<file path="src/rtl/uart_rx_param.sv">
// rtl/uart_rx_param.sv - parametrised UART receiver with first-word-fall-through receive FIFO
module uart_rx_param #(
   parameter int DATA_BITS  = 8,
   parameter int PARITY_EN  = 0,
   parameter int PARITY_ODD = 0,
   parameter int STOP_BITS  = 1,
   parameter int DIV_WIDTH  = 24,
   parameter int FIFO_DEPTH = 4
) (
   input  logic                         uart_clock,
   input  logic                         uart_reset,
   input  logic                         uart_d_in,
   input  logic [DIV_WIDTH-1:0]         baud_div,
   output logic [DATA_BITS-1:0]         rx_data,
   output logic                         rx_frame_err,
   output logic                         rx_parity_err,
   output logic                         rx_valid,
   input  logic                         rx_ready,
   output logic                         overrun_err,
   input  logic                         err_clear,
   output logic [$clog2(FIFO_DEPTH):0]  fifo_count
);
   localparam int AW = $clog2(FIFO_DEPTH);
   localparam int WW = DATA_BITS + 2;
   localparam logic [DIV_WIDTH-1:0] ONE     = DIV_WIDTH'(1);
   localparam logic [DIV_WIDTH-1:0] MIN_DIV = DIV_WIDTH'(4);

   typedef enum logic [2:0] {IDLE, START, DATA, PARITY, STOP} state_t;

   logic                 sync1, rxs, rxs_d;
   state_t               state, state_n;
   logic [DIV_WIDTH-1:0] cnt, cnt_n, div, div_n, half, half_n;
   logic [DATA_BITS-1:0] shift, shift_n;
   logic [3:0]           bcnt, bcnt_n;
   logic                 perr, perr_n, ferr, ferr_n, wr_en;
   logic [WW-1:0]        wr_word;
   logic [WW-1:0]        mem [FIFO_DEPTH];
   logic [AW-1:0]        wptr, rptr;
   logic                 full, pop, push;

   always_ff @(posedge uart_clock or posedge uart_reset) begin
      if (uart_reset) begin
         sync1 <= 1'b1;
         rxs   <= 1'b1;
         rxs_d <= 1'b1;
      end else begin
         sync1 <= uart_d_in;
         rxs   <= sync1;
         rxs_d <= rxs;
      end
   end

   always_ff @(posedge uart_clock or posedge uart_reset) begin
      if (uart_reset) begin
         state <= IDLE;
         cnt   <= '0;
         div   <= MIN_DIV;
         half  <= '0;
         shift <= '0;
         bcnt  <= '0;
         perr  <= 1'b0;
         ferr  <= 1'b0;
      end else begin
         state <= state_n;
         cnt   <= cnt_n;
         div   <= div_n;
         half  <= half_n;
         shift <= shift_n;
         bcnt  <= bcnt_n;
         perr  <= perr_n;
         ferr  <= ferr_n;
      end
   end

   // All bit samples land when cnt reaches its terminal value; the counter restarts on each sample.
   always_comb begin
      state_n = state;
      cnt_n   = cnt + ONE;
      div_n   = div;
      half_n  = half;
      shift_n = shift;
      bcnt_n  = bcnt;
      perr_n  = perr;
      ferr_n  = ferr;
      wr_en   = 1'b0;
      case (state)
         IDLE: begin
            cnt_n = '0;
            if (rxs_d && !rxs) begin
               div_n   = (baud_div < MIN_DIV) ? MIN_DIV : baud_div;
               half_n  = div_n >> 1;
               bcnt_n  = '0;
               perr_n  = 1'b0;
               ferr_n  = 1'b0;
               state_n = START;
            end
         end
         START: begin
            if (cnt == half - ONE) begin
               cnt_n   = '0;
               state_n = rxs ? IDLE : DATA;
            end
         end
         DATA: begin
            if (cnt == div - ONE) begin
               cnt_n   = '0;
               shift_n = {rxs, shift[DATA_BITS-1:1]};
               bcnt_n  = bcnt + 4'd1;
               if (bcnt == 4'(DATA_BITS - 1)) begin
                  bcnt_n  = '0;
                  state_n = (PARITY_EN != 0) ? PARITY : STOP;
               end
            end
         end
         PARITY: begin
            if (cnt == div - ONE) begin
               cnt_n   = '0;
               perr_n  = (^shift) ^ rxs ^ 1'(PARITY_ODD);
               state_n = STOP;
            end
         end
         STOP: begin
            if (cnt == div - ONE) begin
               cnt_n  = '0;
               ferr_n = ferr | ~rxs;
               bcnt_n = bcnt + 4'd1;
               if (bcnt == 4'(STOP_BITS - 1)) begin
                  wr_en   = 1'b1;
                  state_n = IDLE;
               end
            end
         end
         default: state_n = IDLE;
      endcase
   end

   assign wr_word = {perr, ferr_n, shift};

   assign rx_valid = (fifo_count != '0);
   assign full     = (fifo_count == (AW+1)'(FIFO_DEPTH));
   assign pop      = rx_valid & rx_ready;
   assign push     = wr_en & (~full | pop);

   always_ff @(posedge uart_clock) begin
      if (push) mem[wptr] <= wr_word;
   end

   always_ff @(posedge uart_clock or posedge uart_reset) begin
      if (uart_reset) begin
         wptr        <= '0;
         rptr        <= '0;
         fifo_count  <= '0;
         overrun_err <= 1'b0;
      end else begin
         if (push) wptr <= wptr + AW'(1);
         if (pop)  rptr <= rptr + AW'(1);
         case ({push, pop})
            2'b10:   fifo_count <= fifo_count + (AW+1)'(1);
            2'b01:   fifo_count <= fifo_count - (AW+1)'(1);
            default: fifo_count <= fifo_count;
         endcase
         // A drop in the same cycle as err_clear must remain visible.
         if (wr_en && full && !pop) overrun_err <= 1'b1;
         else if (err_clear)        overrun_err <= 1'b0;
      end
   end

   // Outputs read zero while empty so the head fields never expose stale storage.
   assign {rx_parity_err, rx_frame_err, rx_data} = rx_valid ? mem[rptr] : '0;
endmodule

</file>
<file path="config.mk">
export PLATFORM = sky130hd
export DESIGN_NAME = uart_rx_param
export DESIGN_NICKNAME = d
export VERILOG_FILES = /design/src/rtl/uart_rx_param.sv
export SDC_FILE = /design/constraint.sdc
export NUM_CORES = 1
export LEC_CHECK = 0
export ABC_AREA = 1
export CORE_UTILIZATION = 35
export DETAILED_ROUTE_END_ITERATION = 6
export SLEW_MARGIN = 20
export SYNTH_ARGS = -nofsm -noshare
export SYNTH_HDL_FRONTEND = slang
export SYNTH_SLANG_ARGS = --single-unit
</file>
<file path="constraint.sdc">
create_clock -name uart_clock -period 4.6 [get_ports uart_clock]
set_input_delay 0.69 -clock uart_clock [delete_from_list [all_inputs] [get_ports uart_clock]]
set_output_delay 0.69 -clock uart_clock [all_outputs]
set_load 0.02 [all_outputs]
</file>
Word-level counts from Yosys, hierarchy flattened
Memories as Yosys holds them, arrays and structs flattened.
Index checks and enable logic that the tools add are counted.

storage, ports and cells
  register bits = 99
  bits in latches = 0
  memory bits (writable) = 40
  memory bits (read-only) = 0
  input bits = 29
  word-level logic and storage cells = 101
  memories = 1

cells by class
  add/sub/neg operators = 8
  multiply operators = 0
  divide/modulo/power cells = 0
  order comparisons = 1
  eq/ne operators = 17
  shifts and indexed selects = 0
  multiplexer cells = 33
  bitwise logic cells = 7
  reduce and logical (&&, ||, !) cells = 19

memories
  memory  depth  width  read ports  clocked after memory_dff  write ports  RTL line  source
  mem     4      10     1           0                         1            37        logic [WW-1:0] mem [FIFO_DEPTH];

operators by type and width
  cell                   count
  $mux 24                3
  $pmux 24 s3            1
  $eq 24x24->1           2
  $add 24x1->24 const B  1
  $lt 24x3->1 const B    1
  $sub 23x1->24 const B  1
  $sub 24x1->24 const B  1
  $mux 3                 7
  $mux 4                 4
  $pmux 3 s5             1
  $ne 2x2->1 const B     7
  $pmux 4 s3             1
  $mux 1                 11
  $mux 10                1
  $reduce_xor 8->1       1
  $reduce_and 7->1       1
  $eq 3x2->1 const B     2
  $eq 3x3->1 const B     2
  $pmux 3 s2             1
  $reduce_bool 2->1      3
  $reduce_bool 3->1      2
  $add 2x1->2 const B    2
  $add 4x1->4 const B    1
  $eq 4x3->1 const B     1
  19 further kinds       27

Longest topological paths before layout
Gate-level depths: netlist of the first run.

  depth after elaboration = 7
  depth in mapped cells = 20
  depth with buffers taken out = 20

Least setup slack after synthesis of the first run
Ideal clock, no wire load.

  path kind = reg2reg
  from = register div[1]
  to = register fifo_count[1]
  arrival time = 2.726 ns
  setup slack = 1.792 ns
  stages on the path, launching flop included = 16
  period minus slack after synthesis = 2.808 ns
  path through = dfrtp_1 inv_1 ha_1 nand2_4 nor2_4 nand3_1 xor2_1 inv_1 nor3_1 nand2_1 nor3_1 nand4_1 ha_1 inv_1 fa_1 o21ai_0

between the ends
  longest elaborated chain between the ends = 7

ends and longest elaborated chain
  element                                          RTL line  source
  start, declared                                  32        logic [DIV_WIDTH-1:0] cnt, cnt_n, div, div_n, half, half_n;
  start signal, assigned                           66        div <= div_n;
  $sub 24x1->24 (*)                                123       if (cnt == div - ONE) begin
  $eq 24x24->1 (*)                                 123
  $mux 1 (*)                                       123
  $mux 1 (*)                                       86        case (state)
  $and 1x1->1 (*)                                  142       assign push = wr_en & (~full | pop);
  $eq 2x1->1 or $eq 2x2->1 (tied branches)         157       case ({push, pop})
  $pmux 3 s2 or $reduce_bool 2->1 (tied branches)  -
  end signal, assigned                             158       2'b10: fifo_count <= fifo_count + (AW+1)'(1);
  end signal, assigned                             159       2'b01: fifo_count <= fifo_count - (AW+1)'(1);
  end signal, assigned                             160       default: fifo_count <= fifo_count;
  end, declared                                    21        output logic [$clog2(FIFO_DEPTH):0] fifo_count

Mark *: on every way between the ends. The rest lies on a longest branch, timed or not.
A chain may end at the register's enable or synchronous reset.

Final worst setup path of the first run
  from = register div[1]
  to = memory mem[1][7] (netlist bit) (enable)

between the ends
  longest elaborated chain between the ends = 7

ends and longest elaborated chain
  element                       RTL line  source
  $sub 24x1->24                 123
  $eq 24x24->1                  123
  $mux 1                        123
  $mux 1                        86
  $and 1x1->1                   142
  $mux 1                        145       if (push) mem[wptr] <= wr_word;
  $mux 1 (implied by the code)  145
  end, declared                 37

Every way passes these cells.

==> impl_results.md, run 1 <==
* Comb power frac at 0.456
* Synth warnings at 0
* EDFF count, synth at 40
* Commonest register cell after synthesis: dfrtp_1
* Critical Path, Cell by Cell: inv_1, ha_1, nand2_4, nor2_4, nand3_1, xor2_1, inv_1, nor3_1, nand2_1, nor3_1, nand4_1, nor2_1
* Reg2reg path depth at 12
* Gate Count Post-Synth at 1,033
* Antenna diode count at 0
* Syn avg cell area at 7.42 sq um
* Clock-pin slew on the worst setup and hold paths at 0.06 ns
* Final worst path period need at 3.43 ns
* Area Overhead vs Synth at 16.1%
* Core area at 21,200 sq um
* Buf/Inv on CP at 2
* CTS max path bufs at 2
* Post-synth ARST share at 0.658
* Clock network power share at 0.248
* Initial Util at 0.361
* Worst hold path type: register to register
* Yosys top cell area share at 0.238
* Max-Cap Viols at 0
* Final core utilization at 0.419
* RD Place Congestion at 0.938
* GRT overflow at 0
* Final cycle utilization of the critical path at 0.745
* Final setup skew at 0.0108 ns
* Drt pass-1 iters at 5
* Setup TNS at 0 ns
* Setup crit end kind: register
* Status: complete, no violations
* CP Data Required Time at 4.65 ns
* RR Startpoint: div[1]
* Worst hold stages at 0
* Top Ports at 44
* # resized after CTS at 0
* Overall fraction of global-route tracks in use at 0.189
* Power per Cell Area at 589 nW/um^2
* Worst R2R End: mem[1][7]
* Setup crit start kind: register
* Leak at 4.00 nW
* Cell area after synthesis at 7660 sq um
* Worst-Margin Slew at 1.07 ns
* TritonCTS Sinks at 117
* Die H at 150 um
* WS Path Type: register to register
* # hold bufs at CTS at 0
* Pins Over Slew Limit at 0
* Cell with the most instances after synthesis: nand2_1
* Worst Hold Launch: sync1
* RSZ-0062 raised after global routing: no
* Maximum clock rate at 292 MHz
* Seq pwr share at 0.295
* Vias at 6,686
* CTS Buf Count at 17
* R2R Setup Slk at 1.17 ns
* Top post-synthesis cells by count: nand2_1, nor2_1, inv_1
* Hold EP: rxs
* Switching power at 2.41 mW
* Synth top area cells: dfrtp_1, edfxtp_1, nand2_1
* PortBufs at 43
* CTS tree: built
* Number of global-route vias before repair at 6,549
* Detailed Route Iter0 Violations at 423
* Mapped Nets at 1,073
* Antenna-violating nets left at 0
* Drt wl/cell at 14.3 um
* Sequential area share after synthesis at 0.409
* Pin count of the biggest net entering global routing at 45
* Crit Path Max Fanout at 10
* Slowest stage cell, crit path: nor2_1
* Row Count at 53
* Initial antenna violation count at 0
* Synth area leader: dfrtp_1
* Die Area at 22,500 sq um
* Share of cells above drive strength 1 at 0.0776
* Worst skew pair latency at 0.43 ns
* Via density at 4.93
* First-pass GRT wire length at 32,900 um
* Yosys reg bits at 117
* Setup Buffers After CTS at 0
* Number of remaining DRC errors at 0
* Netlist cell types at 45
* Final Hold Vio Count at 0
* Critical path's largest stage delay at 0.70 ns
* Final setup viols at 0
* HPWL after detailed placement at 14,900 um
* Die Span X at 150 um
* Peak supply drop at 275 uV
* Final nets at 1,109
* Switching share of power at 0.460
* Crit path DAT at 3.48 ns
* Largest delay share family, worst path: simple AND/OR/NAND/NOR gates
* Worst slew margin at 0.289
* WL final at 19,400 um
* Cell-internal power at 2.83 mW
* CTS H-tree depth at 4
* Fill count at 2,161
* Root Buffer: clkbuf_16
[metrics by stage]
stage               instance area, sq um  setup WS (ns)  hold WS, ns  power (mW)  std cells
floorplan                           7660           1.79        0.345        3.29       1033
global placement                    8310           1.26        0.348        3.94       1325
detailed placement                  8310           1.21        0.349        3.95       1325
CTS                                 8890           1.16        0.358        5.26       1357
global route                        8890          0.865        0.362        5.69       1357
finish                              8890           1.17        0.356        5.24       1357
[power groups by stage]
stage,sequential [mW],clock (mW),combinational (mW)
floorplan,1.45,0,1.84
global placement,1.56,0,2.38
detailed placement,1.57,0,2.38
CTS,1.55,1.33,2.39
global route,1.59,1.38,2.73
finish,1.55,1.30,2.39
[sequential cells by signal, indices dropped and copies added, names as in the netlist]
signal / count
bcnt: 4
shift: 8
mem: 40
state: 3
div: 24
half: 1
overrun_err: 1
perr: 1
rxs: 1
ferr: 1
wptr: 2
rptr: 2
fifo_count: 3
sync1: 1
cnt: 24
rxs_d: 1
[cell usage in the layout (no fill, tap or decap), drive strengths merged, types with 22 or more instances in the layout]
master,n
nand3,76
nand4,28
dfrtp,73
a21oi,35
o21ai,69
xor2,45
clkdlybuf4s50,43
nand2,274
xnor2,22
nor2,165
edfxtp,40
inv,134
[kinds of logic (layout without fill, tap and decap cells)]
logic type,after synthesis,after routing,synth area share
XOR/XNOR,70,70,0.0856
buffers and inverters,155,204,0.0807
AO/OA/AOI/OAI,118,118,0.0831
adder cells (fa/ha/maj),11,11,0.0189
flip-flops,117,117,0.409
AND/OR/NAND/NOR,562,562,0.323
[cell type report]
cell class                      instances  area [sq um]  area share
Multi-Input combinational cell        761          3910       0.440
Sequential cell                       117          3130       0.352
Inverter                              126           474      0.0533
Timing Repair Buffer                   46           453      0.0509
Clock buffer                           17           425      0.0478
Tap cell                              275           344      0.0387
Clock inverter                         15           154      0.0173
[how the worst max path moves through the flow]
| stage | startpoint | depth (start not counted) | to |
|---|---|---|---|
| final | div[1] | 12 | mem[1][7] |
| after floorplan | div[1] | 15 | fifo_count[1] |
| after CTS | rptr[0] | 4 | rx_parity_err |
| after global placement | div[1] | 12 | mem[0][4] |
| after global routing | div[1] | 15 | fifo_count[1] |
| after detailed placement | div[1] | 12 | mem[1][3] |
[metal layers]
metal	GRT usage	up-vias	share of wire
met5	0	-	0
met1	0.250	3111	0.47
li1	-	3386	-
met2	0.313	160	0.47
met4	0.0606	0	0.017
met3	0.0335	29	0.041
Power figures use the tool's default switching activity.
==> run 2: changes to the inputs <==
==> constraint.sdc (replaced) <==
create_clock -name uart_clock -period 3.25 [get_ports uart_clock]
set_input_delay 0.4875 -clock uart_clock [delete_from_list [all_inputs] [get_ports uart_clock]]
set_output_delay 0.4875 -clock uart_clock [all_outputs]
set_load 0.02 [all_outputs]
==> run 2 against run 1 <==
Routed wire length is 2.1% higher. Register-to-register slack worse by 0.84 ns. Sequential share of layout area is 0.86 points lower. Largest cell class unchanged. Clock skew is 0.0016 ns lower. Global-route usage is 0.099 points higher. Combinational power is 50% higher. Worst setup slack worse by 0.86 ns.
==> impl_results.md, run 2 (synthesis results as in run 1) <==
* WS Path Type: register to primary output (was register to register)
* Most common cell after layout, fill and taps aside: nand2_1 (unchanged)
* Initial Util at 0.361 (unchanged)
* RR Startpoint: div[1] (unchanged)
* TritonCTS Sinks at 117 (unchanged)
* HPWL after detailed placement at 15,000 um (was 14,900 um)
* Worst slew margin at 0.368 (was 0.289)
* WL final at 19,800 um (was 19,400 um)
* PortBufs at 43 (unchanged)
* Crit path DAT at 2.45 ns (was 3.48 ns)
* Drt pass-1 iters at 5 (unchanged)
* Detailed Route Iter0 Violations at 438 (was 423)
* Peak supply drop at 417 uV (was 275 uV)
* CTS Buf Count at 17 (unchanged)
* Antenna-violating nets left at 0 (unchanged)
* Share of cells above drive strength 1 at 0.0962 (was 0.0776)
* Pin count of the biggest net entering global routing at 38 (was 45)
* Clock network power share at 0.242 (was 0.248)
* Fill count at 2,146 (was 2,161)
* Die Area at 22,500 sq um (unchanged)
* Power per Cell Area at 835 nW/um^2 (was 589 nW/um^2)
* Final cycle utilization of the critical path at 0.904
* Final worst path period need at 2.94 ns
* Initial antenna violation count at 0 (unchanged)
* CTS H-tree depth at 4 (unchanged)
* Via density at 4.82 (was 4.93)
* Core area at 21,200 sq um (unchanged)
* Worst-Margin Slew at 0.942 ns (was 1.07 ns)
* Final nets at 1,129 (was 1,109)
* Die Span X at 150 um (unchanged)
* Setup crit start kind: register (unchanged)
* Comb power frac at 0.471 (was 0.456)
* Setup ws final at 0.311 ns (was 1.17 ns)
* Cell-internal power at 4.12 mW (was 2.83 mW)
* Final core utilization at 0.429 (was 0.419)
* Switching power at 3.49 mW (was 2.41 mW)
* Biggest regs: mem x40, cnt x24, div x24 (unchanged)
* CP Data Required Time at 2.76 ns (was 4.65 ns)
* Worst skew pair latency at 0.43 ns (about the same)
* Max-Cap Viols at 0 (unchanged)
* Worst hold path type: primary input to async pin (was register to register)
* CTS max path bufs at 2 (unchanged)
* Root Buffer: clkbuf_16 (unchanged)
* Row Count at 53 (unchanged)
* RD Place Congestion at 0.930 (was 0.938)
* Status: complete, no violations (unchanged)
* Number of global-route vias before repair at 6,436 (was 6,549)
* Maximum clock rate at 340 MHz
* Number of remaining DRC errors at 0 (unchanged)
* Die H at 150 um (unchanged)
* Seq pwr share at 0.287 (was 0.295)
* Setup crit end kind: primary output (was register)
* Drt wl/cell at 14.4 um (was 14.3 um)
* Commonest cells after routing, fill and taps aside: nand2_1, nor2_1, inv_1 (unchanged)
* Pre-CTS setup slack at 0.265 ns (was 1.21 ns)
* Final setup viols at 0 (unchanged)
* Vias at 6,639 (was 6,686)
* Largest register FFs at 40 (unchanged)
* Critical Path Start: rptr[0] (was div[1])
* Switching share of power at 0.459 (was 0.460)
* GRT overflow at 0 (unchanged)
* Most flops, register: mem (unchanged)
* Overall fraction of global-route tracks in use at 0.190 (was 0.189)
* Pins Over Slew Limit at 0 (unchanged)
* Crit Path Max Fanout at 20 (was 10)
* CTS tree: built (unchanged)
* Leak at 4.11 nW (was 4.00 nW)
* First-pass GRT wire length at 32,700 um (was 32,900 um)
* Area Overhead vs Synth at 19.0% (was 16.1%)
* Antenna diode count at 0 (unchanged)
* Clock-pin slew on the worst setup and hold paths at 0.07 ns (was 0.06 ns)
* Top Ports at 44 (unchanged)
* Final Hold Vio Count at 0 (unchanged)
* Final setup skew at 0.00922 ns (was 0.0108 ns)
==> run 2: power by group through the flow <==
| stage | sequential (mW) | clock, mW | combinational [mW] |
|---|---|---|---|
| 6_report | 2.19 | 1.84 | 3.59 |
| 5_1_grt | 2.23 | 1.95 | 4.03 |
| 4_1_cts | 2.17 | 1.88 | 3.56 |
| 3_5_place_dp | 2.20 | 0 | 3.54 |
| 3_3_place_gp | 2.19 | 0 | 3.53 |
| 2_1_floorplan | 2.06 | 0 | 2.60 |
==> run 2: through the flow <==
stage	TNS, ns	power, mW	std cells	cell area (sq um)	hold slack (ns)
final	0	7.61	1377	9110	0.314
after detailed placement	0	5.73	1342	8480	0.347
after global placement	0	5.73	1342	8480	0.346
after global routing	-0.00484	8.22	1377	9110	0.351
after floorplan	0	4.66	1033	7660	0.345
after CTS	0	7.61	1374	9060	0.313
==> run 2: cell type report <==
type / count / area (sq um) / area share
Tap cell: 275 / 344 / 0.0378
Inverter: 126 / 474 / 0.0520
Multi-Input combinational cell: 761 / 3940 / 0.432
Sequential cell: 117 / 3130 / 0.344
Clock buffer: 17 / 425 / 0.0467
Timing Repair Buffer: 66 / 641 / 0.0703
Clock inverter: 15 / 155 / 0.0170
==> run 2: timing repair <==
item,4_1_cts,5_1_grt
setup buffers,0,3
setup endpoints to repair,0,2
hold buffers,0,0
gates resized for setup,0,7
==> run 2: metal layers <==
layer  global-route usage  part of all wire  vias to the layer above
li1                     -                 -                     3421
met1                0.245              0.47                     3042
met2                0.308              0.46                      132
met5                    0                 0                        -
met3               0.0326             0.035                       44
met4               0.0919             0.034                        0
==> run 2: final timing paths <==
check                                end  slack (ns)  cells after the start
max                           rx_data[0]        0.31                      4
min                              half[1]        0.31                      2
max reg2reg                fifo_count[1]        0.33                     16
min reg2reg                          rxs        0.35                      0
max in group asynchronous        cnt[19]        2.26                      3
min in group uart_clock              rxs        0.35                      0
==> run 2: critical path, stage by stage (launching register included) <==
cell	delay [ns]
dfrtp_1	0.53
inv_1	0.45
o21ai_0	0.17
a21oi_1	0.23
clkdlybuf4s50_1	0.64
==> run 3: changes to the inputs <==
--- a/config.mk
+++ b/config.mk
@@ -7,6 +7,7 @@
 export LEC_CHECK = 0
 export ABC_AREA = 1
 export CORE_UTILIZATION = 35
+export CTS_CLUSTER_SIZE = 20
 export DETAILED_ROUTE_END_ITERATION = 6
 export SLEW_MARGIN = 20
 export SYNTH_ARGS = -nofsm -noshare
==> results of run 3 <==
The final DEF is identical to that of run 2; final timing and power are the same.
